==> src/rtl/crash_sequencer_pkg.sv <==
// Shared types and constants for the crash (security-violation) sequencer.
// Contents:
//   crash_state_e   - sequencer FSM states
//   crash_cause_t   - wide-enough source index for up to 8 violation sources
//   CRASH_TRAP_ADDR - default redirect target
//   sat_inc8        - saturating 8-bit increment for the violation counter
//   idx_width       - index width for an N-entry vector (never below 1 bit)
package crash_sequencer_pkg;

  localparam int unsigned CRASH_VLEN = 64;
  localparam logic [CRASH_VLEN-1:0] CRASH_TRAP_ADDR = 64'h0000_0000_0000_0000;
  localparam int unsigned CRASH_CAUSE_W = 3;

  typedef enum logic [1:0] {
    IDLE  = 2'd0,
    REQ   = 2'd1,
    DRAIN = 2'd2,
    HALT  = 2'd3
  } crash_state_e;

  typedef logic [CRASH_CAUSE_W-1:0] crash_cause_t;

  // Counter stops at all-ones instead of wrapping back to zero.
  function automatic logic [7:0] sat_inc8(input logic [7:0] v);
    return (v == 8'hFF) ? 8'hFF : (v + 8'd1);
  endfunction

  function automatic int unsigned idx_width(input int unsigned n);
    return (n > 32'd1) ? $clog2(n) : 32'd1;
  endfunction

endpackage

==> src/rtl/crash_sequencer_rr_arbiter.sv <==
// rr_arbiter_onehot: purely combinational round-robin arbiter.
// Grants the first set request at an index >= rr_ptr, wrapping around.
// Ports:
//   req       in  NSRC  request vector
//   rr_ptr    in  PW    highest-priority index for this decision
//   grant     out NSRC  one-hot grant (all zero when no request)
//   grant_idx out PW    binary index of the granted bit (0 when none)
module rr_arbiter_onehot
  import crash_sequencer_pkg::*;
#(
  parameter int unsigned NSRC = 3,
  localparam int unsigned PW = idx_width(NSRC)
) (
  input  logic [NSRC-1:0] req,
  input  logic [PW-1:0]   rr_ptr,
  output logic [NSRC-1:0] grant,
  output logic [PW-1:0]   grant_idx
);

  logic [PW:0] idx_s;
  logic        found_s;
  logic        hit_s;

  // Walk the request vector starting at rr_ptr; the first hit wins.
  always_comb begin
    grant     = '0;
    grant_idx = '0;
    found_s   = 1'b0;
    idx_s     = '0;
    hit_s     = 1'b0;
    for (int k = 0; k < NSRC; k++) begin
      idx_s = {1'b0, rr_ptr} + (PW+1)'(k);
      idx_s = (idx_s >= (PW+1)'(NSRC)) ? (idx_s - (PW+1)'(NSRC)) : idx_s;
      hit_s = ~found_s & req[idx_s[PW-1:0]];
      grant[idx_s[PW-1:0]] = hit_s;
      grant_idx = hit_s ? idx_s[PW-1:0] : grant_idx;
      found_s   = found_s | hit_s;
    end
  end

endmodule

==> src/rtl/crash_sequencer.sv <==
// crash_sequencer: arbitrates security-violation requests, issues one
// redirect-to-trap per episode over a valid/ready handshake, holds a pipeline
// flush for a drain window, counts violations and halts at a threshold.
// Optional build macro CRASH_LOG_EN adds a 4-entry {cause, pc} log with
// combinational readout (log_idx_i, log_pc_o, log_cause_o).
// Ports:
//   clk_i, rst_ni        clock, asynchronous active-low reset
//   en_crash_i           global enable (0 masks all sources)
//   debug_mode_i         1 suppresses arbitration
//   viol_valid_i         per-source violation request
//   viol_pc_i            per-source PC, source i at [i*VLEN +: VLEN]
//   redir_valid_o/ready  redirect handshake to the frontend
//   redir_addr_o         constant TRAP_ADDR
//   flush_o, busy_o      flush request, FSM not idle
//   halt_o               sticky halt
//   cause_o, crash_pc_o  granted source index and PC (held)
//   crash_cnt_o          saturating violation count
module crash_sequencer
  import crash_sequencer_pkg::*;
#(
  parameter int unsigned NSRC         = 3,
  parameter int unsigned VLEN         = CRASH_VLEN,
  parameter int unsigned DRAIN_CYCLES = 4,
  parameter int unsigned MAX_CRASH    = 255,
  parameter logic [VLEN-1:0] TRAP_ADDR = VLEN'(CRASH_TRAP_ADDR),
  localparam int unsigned CW = idx_width(NSRC)
) (
  input  logic                 clk_i,
  input  logic                 rst_ni,
  input  logic                 en_crash_i,
  input  logic                 debug_mode_i,
  input  logic [NSRC-1:0]      viol_valid_i,
  input  logic [NSRC*VLEN-1:0] viol_pc_i,
  output logic                 redir_valid_o,
  input  logic                 redir_ready_i,
  output logic [VLEN-1:0]      redir_addr_o,
  output logic                 flush_o,
  output logic                 busy_o,
  output logic                 halt_o,
  output logic [CW-1:0]        cause_o,
  output logic [VLEN-1:0]      crash_pc_o,
`ifdef CRASH_LOG_EN
  input  logic [1:0]           log_idx_i,
  output logic [VLEN-1:0]      log_pc_o,
  output logic [CW-1:0]        log_cause_o,
`endif
  output logic [7:0]           crash_cnt_o
);

  localparam int unsigned DW = idx_width(DRAIN_CYCLES);

  crash_state_e    state_r;
  logic [CW-1:0]   rr_ptr_r;
  logic [CW-1:0]   cause_r;
  logic [VLEN-1:0] crash_pc_r;
  logic [7:0]      cnt_r;
  logic [DW-1:0]   drain_r;
  logic            redir_valid_r;
  logic            flush_r;
  logic            busy_r;
  logic            halt_r;

  logic [NSRC-1:0] req_s;
  logic [NSRC-1:0] grant_s;
  logic [CW-1:0]   grant_idx_s;
  logic            grant_any_s;
  logic [CW-1:0]   rr_next_s;
  logic [VLEN-1:0] sel_pc_s;
  logic [8:0]      cnt_plus_s;
  logic            hit_max_s;
  logic            handshake_s;

  // Debug mode and a cleared enable both hide every source from the arbiter.
  assign req_s = viol_valid_i & {NSRC{en_crash_i & ~debug_mode_i}};

  rr_arbiter_onehot #(.NSRC(NSRC)) u_arb (
    .req       (req_s),
    .rr_ptr    (rr_ptr_r),
    .grant     (grant_s),
    .grant_idx (grant_idx_s)
  );

  assign grant_any_s = |grant_s;
  assign rr_next_s   = (grant_idx_s == CW'(NSRC-1)) ? '0 : (grant_idx_s + CW'(1));
  assign cnt_plus_s  = {1'b0, cnt_r} + 9'd1;
  assign hit_max_s   = (cnt_plus_s >= 9'(MAX_CRASH));
  assign handshake_s = (state_r == REQ) & redir_ready_i;

  // One-hot PC mux driven by the arbiter grant.
  always_comb begin
    sel_pc_s = '0;
    for (int i = 0; i < NSRC; i++) begin
      sel_pc_s = grant_s[i] ? viol_pc_i[i*VLEN +: VLEN] : sel_pc_s;
    end
  end

  // Sequencer FSM with all visible outputs registered.
  always_ff @(posedge clk_i or negedge rst_ni) begin
    if (!rst_ni) begin
      state_r       <= IDLE;
      rr_ptr_r      <= '0;
      cause_r       <= '0;
      crash_pc_r    <= '0;
      cnt_r         <= 8'd0;
      drain_r       <= '0;
      redir_valid_r <= 1'b0;
      flush_r       <= 1'b0;
      busy_r        <= 1'b0;
      halt_r        <= 1'b0;
    end else begin
      case (state_r)
        IDLE: begin
          if (grant_any_s) begin
            cause_r       <= grant_idx_s;
            crash_pc_r    <= sel_pc_s;
            rr_ptr_r      <= rr_next_s;
            redir_valid_r <= 1'b1;
            flush_r       <= 1'b1;
            busy_r        <= 1'b1;
            state_r       <= REQ;
          end else begin
            state_r <= IDLE;
          end
        end
        REQ: begin
          // No abort path: valid stays up until the frontend takes it.
          if (redir_ready_i) begin
            cnt_r         <= sat_inc8(cnt_r);
            redir_valid_r <= 1'b0;
            drain_r       <= DW'(DRAIN_CYCLES-1);
            if (hit_max_s) begin
              halt_r  <= 1'b1;
              state_r <= HALT;
            end else begin
              state_r <= DRAIN;
            end
          end else begin
            state_r <= REQ;
          end
        end
        DRAIN: begin
          if (drain_r == '0) begin
            flush_r <= 1'b0;
            busy_r  <= 1'b0;
            state_r <= IDLE;
          end else begin
            drain_r <= drain_r - DW'(1);
          end
        end
        HALT: begin
          state_r <= HALT;
        end
        default: begin
          redir_valid_r <= 1'b0;
          flush_r       <= 1'b0;
          busy_r        <= 1'b0;
          state_r       <= IDLE;
        end
      endcase
    end
  end

  assign redir_valid_o = redir_valid_r;
  assign redir_addr_o  = TRAP_ADDR;
  assign flush_o       = flush_r;
  assign busy_o        = busy_r;
  assign halt_o        = halt_r;
  assign cause_o       = cause_r;
  assign crash_pc_o    = crash_pc_r;
  assign crash_cnt_o   = cnt_r;

`ifdef CRASH_LOG_EN
  logic [VLEN-1:0] log_pc_r    [4];
  logic [CW-1:0]   log_cause_r [4];
  logic [1:0]      log_wptr_r;

  // Circular log: every accepted redirect overwrites the oldest entry.
  always_ff @(posedge clk_i or negedge rst_ni) begin
    if (!rst_ni) begin
      log_wptr_r <= 2'd0;
      for (int i = 0; i < 4; i++) begin
        log_pc_r[i]    <= '0;
        log_cause_r[i] <= '0;
      end
    end else if (handshake_s) begin
      log_pc_r[log_wptr_r]    <= crash_pc_r;
      log_cause_r[log_wptr_r] <= cause_r;
      log_wptr_r              <= log_wptr_r + 2'd1;
    end else begin
      log_wptr_r <= log_wptr_r;
    end
  end

  assign log_pc_o    = log_pc_r[log_idx_i];
  assign log_cause_o = log_cause_r[log_idx_i];
`else
  logic unused_hs_s;
  assign unused_hs_s = handshake_s;
`endif

endmodule

==> config.mk <==
export PLATFORM = sky130hd
export DESIGN_NAME = crash_sequencer
export DESIGN_NICKNAME = d
export VERILOG_FILES = /design/src/rtl/crash_sequencer_pkg.sv /design/src/rtl/crash_sequencer_rr_arbiter.sv /design/src/rtl/crash_sequencer.sv
export SDC_FILE = /design/constraint.sdc
export NUM_CORES = 1
export LEC_CHECK = 0
export BUFFER_PORTS_ARGS = -buffer_cell sky130_fd_sc_hd__buf_2
export CAP_MARGIN = 20
export CORE_AREA = 4 4 129 131
export DETAILED_ROUTE_END_ITERATION = 12
export DIE_AREA = 0 0 133 135
export GPL_ROUTABILITY_DRIVEN = 0
export GPL_TIMING_DRIVEN = 0
export MAX_ROUTING_LAYER = met4
export PLACE_DENSITY = 0.66
export SLEW_MARGIN = 20
export SYNTH_ARGS = -nofsm -noshare
export SYNTH_HDL_FRONTEND = slang
export SYNTH_SLANG_ARGS = --single-unit
==> constraint.sdc <==
create_clock -name clk_i -period 5.2 [get_ports clk_i]
set_input_delay 0.26 -clock clk_i [delete_from_list [all_inputs] [get_ports clk_i]]
set_output_delay 0.26 -clock clk_i [all_outputs]
set_load 0.01 [all_outputs]
==> impl_metrics.yaml <==
grt:
  grt_pass1_vias: 5671
  grt_first_pass_wirelength_um: 30400
  antenna_found_initial: 4
  grt_max_degree: 54
  groute.usage.overall_pct: 22.1
  globalRouteOverflowTotal: 0
finish:
  drive_gt1_share_pct: 39.7
  area_growth_pct: 43.2
  n_fill_cell: 1562
  finalInstanceArea_um2: 7480
  nNetsFinal: 1149
critical_path:
  critPathLaunch: "rr_ptr_r[0]"
  r2r-start: "rr_ptr_r[0]"
  path_class: "reg -> reg"
  regToRegSetupSlack_ps: 1760
  required_ps: 5440
  critPathMaxFanout: 10
  cp-end-kind: "flip-flop"
  arrival_ps: 3680
  reg2reg_depth: 11
  timing.rr.end: "crash_pc_o[22]"
  crit_end: "crash_pc_o[22]"
  start_kind: "flip-flop"
synth:
  ys_async_sr_fraction_pct: 100
  syn_avg_cell_area_um2: 8.86
  synthCells: 590
  ys_ff_latch: 83
  synthesis.area_um2: 5230
  synth_edf_count: 0
  yosysWarnings: 0
  synth_cell_type_count: 48
  ys.flop_type: "dfrtp_1"
  seq_area_frac_synth_pct: 39.7
sta:
  fin_skew_ps: 7.47
  worst_pin_slew_ps: 792
  setup_viol: 0
  fmax_ghz: 0.291
  maxSlewHeadroom_pct: 47.2
  fin_crit_ps: 3440
  rsz0062_at_grt: "false"
  maxSlewViolCount: 0
  report.final.hold_viol_count: 0
  finalSetupTns_ps: 0
  finalCritPeriodShare_pct: 66.1
  setup_ws_ps: 1760
place:
  pre_cts_ws_ps: 1790
  portBuffers: 276
  dp_hpwl_um: 15800
  place_area_um2: 7150
clock_tree:
  clk_path_buf_depth: 2
  cts_buffers: 9
  worst_skew_pair.late_latency_ps: 340
  h-tree-depth: 3
  clock_sinks: 83
  post_cts_buffers: 0
  cts.repair.resized: 0
  hold_buffers: 1
  cts_tree: "yes"
  cts_root_buffer: "clkbuf_16"
  path_clk_slew_ps: 60
floorplanning:
  fp-row-count: 46
  initial_core_util_pct: 33.5
  fp.dieH_um: 135
  core_area_um2: 15600
  die_w_um: 133
  io_pins: 342
  dieArea_um2: 18000
pwr:
  vdd_drop_max_mv: 0.216
  power_w: 0.00389
  power_density_nw_per_um2: 520
  leakage_nw: 3.82
drt:
  wl_per_cell_um: 17.3
  drc: 0
  drt_iter0_drc: 325
  viasPerCell: 4.95
  firstDrtPassIters: 5
  num_vias: 5781
  wl_um: 20200
  detail-route-antenna-nets: 0
worst_hold_path:
  hp-class: "in -> reg"
  min_delay_path_depth: 3
flow_run:
  drv_cap: 0
run_status:
  status: "completed"
==> cells by family after synthesis <==
group           after synthesis  synth area share, %
other cells                   1               0.0717
buf+inv                     132                 14.9
flops                        83                 39.7
mux                           2                0.407
simple gates                124                 10.6
xor+xnor                      2                0.335
compound gates              238                 32.1
fa+ha+maj                     8                 1.87
==> worst min-delay path by stage <==
stage	start	endpoint	slack, ps
finish	redir_ready_i	state_r[1]	200
CTS	redir_ready_i	state_r[1]	180
global route	viol_pc_i[163]	crash_pc_o[35]	200
floorplan	rst_ni	busy_o	-40
detailed placement	rst_ni	crash_pc_o[36]	230
global placement	halt_o	halt_o	470
==> cells in the final DEF, fill, tap and decap left out, types with 2 or more instances in the layout <==
master,count
nor2b_1,6
dfrtp_1,83
nand2_1,18
clkbuf_1,42
a311o_1,2
buf_4,66
nor3_1,2
a41o_1,2
nor2_1,74
o21ai_0,65
buf_6,3
conb_1,64
buf_2,288
o2111ai_1,3
inv_1,9
o31ai_1,65
nor3b_1,3
o22ai_1,3
bufinv_16,2
ha_1,7
nor4bb_1,2
xor2_1,2
a21o_1,2
diode_2,5
and2_1,3
nand3_1,5
o21ai_1,8
clkbuf_16,9
a31oi_1,3
clkinv_2,2
nand2b_1,5
a21oi_1,11
a221oi_1,64
==> layout make-up <==
class	count	area (um^2)	share of cell area, %
clock inverter	5	77.6	1.04
antenna	5	12.5	0.167
multi-input combinational	438	2610	34.9
inverter	9	33.8	0.451
tap	216	270	3.61
clock buffer	10	239	3.19
buffer	123	744	9.95
timing repair buffer	278	1420	19.0
sequential	83	2080	27.7
==> report_power, final <==
part	switching [W]	leakage [nW]	internal (W)
Clock	0.000267	0.154	0.000430
Combinational	0.00136	2.60	0.000788
Sequential	0.000159	1.06	0.000881
Total	0.00179	3.82	0.00210
==> stage by stage <==
stage               hold slack, ps  instances  utilization, %
floorplan                    -35.6        653               -
global route                   201       1166            48.0
global placement               469       1145            45.6
CTS                            184       1162            47.9
detailed placement             234       1146            45.8
finish                         198       1167            48.0
==> synth_stat cells (all sizes together), types with 3 or more instances <==
library cell | n | area [um^2]
nand3 | 5 | 25.0
buf | 81 | 587
and2 | 3 | 18.8
a31oi | 3 | 18.8
a21oi | 11 | 55.1
clkbuf | 42 | 158
nand2b | 5 | 31.3
ha | 7 | 87.6
o21ai | 73 | 365
o2111ai | 3 | 26.3
nor2b | 6 | 37.5
a221oi | 64 | 561
o31ai | 65 | 488
nor3b | 3 | 22.5
o22ai | 3 | 18.8
dfrtp | 83 | 2080
nor2 | 74 | 278
inv | 9 | 33.8
nand2 | 18 | 67.6
==> flip-flops by register name, indices dropped and copies added (netlist names) <==
name and flops:
busy_o 1, cause_o 2, crash_cnt_o 8, crash_pc_o 64, drain_r 2, halt_o 1, redir_valid_o 1, rr_ptr_r 2
state_r 2
==> worst max-delay path: stages, from the launching register on <==
cell and delay [ps]:
dfrtp_1 400, inv_1 80, ha_1 320, clkbuf_1 350, nor3b_1 100, a31oi_1 180, o211ai_1 190, a211oi_2 600
clkbuf_1 450, clkbuf_1 430, o21ai_0 170, o31ai_1 90
==> metal layers <==
| layer | routed length [um] | global-route usage (%) | part of all wire [%] | vias up |
|---|---|---|---|---|
| li1 | - | - | - | 2793 |
| met1 | 8350 | 27.8 | 41 | 2692 |
| met2 | 10100 | 35.7 | 50 | 272 |
| met3 | 1480 | 4.51 | 7.3 | 24 |
| met4 | 305 | 7.51 | 1.5 | 0 |
| met5 | 0 | - | 0 | - |
No activity file was read; power rests on OpenSTA's default activity.
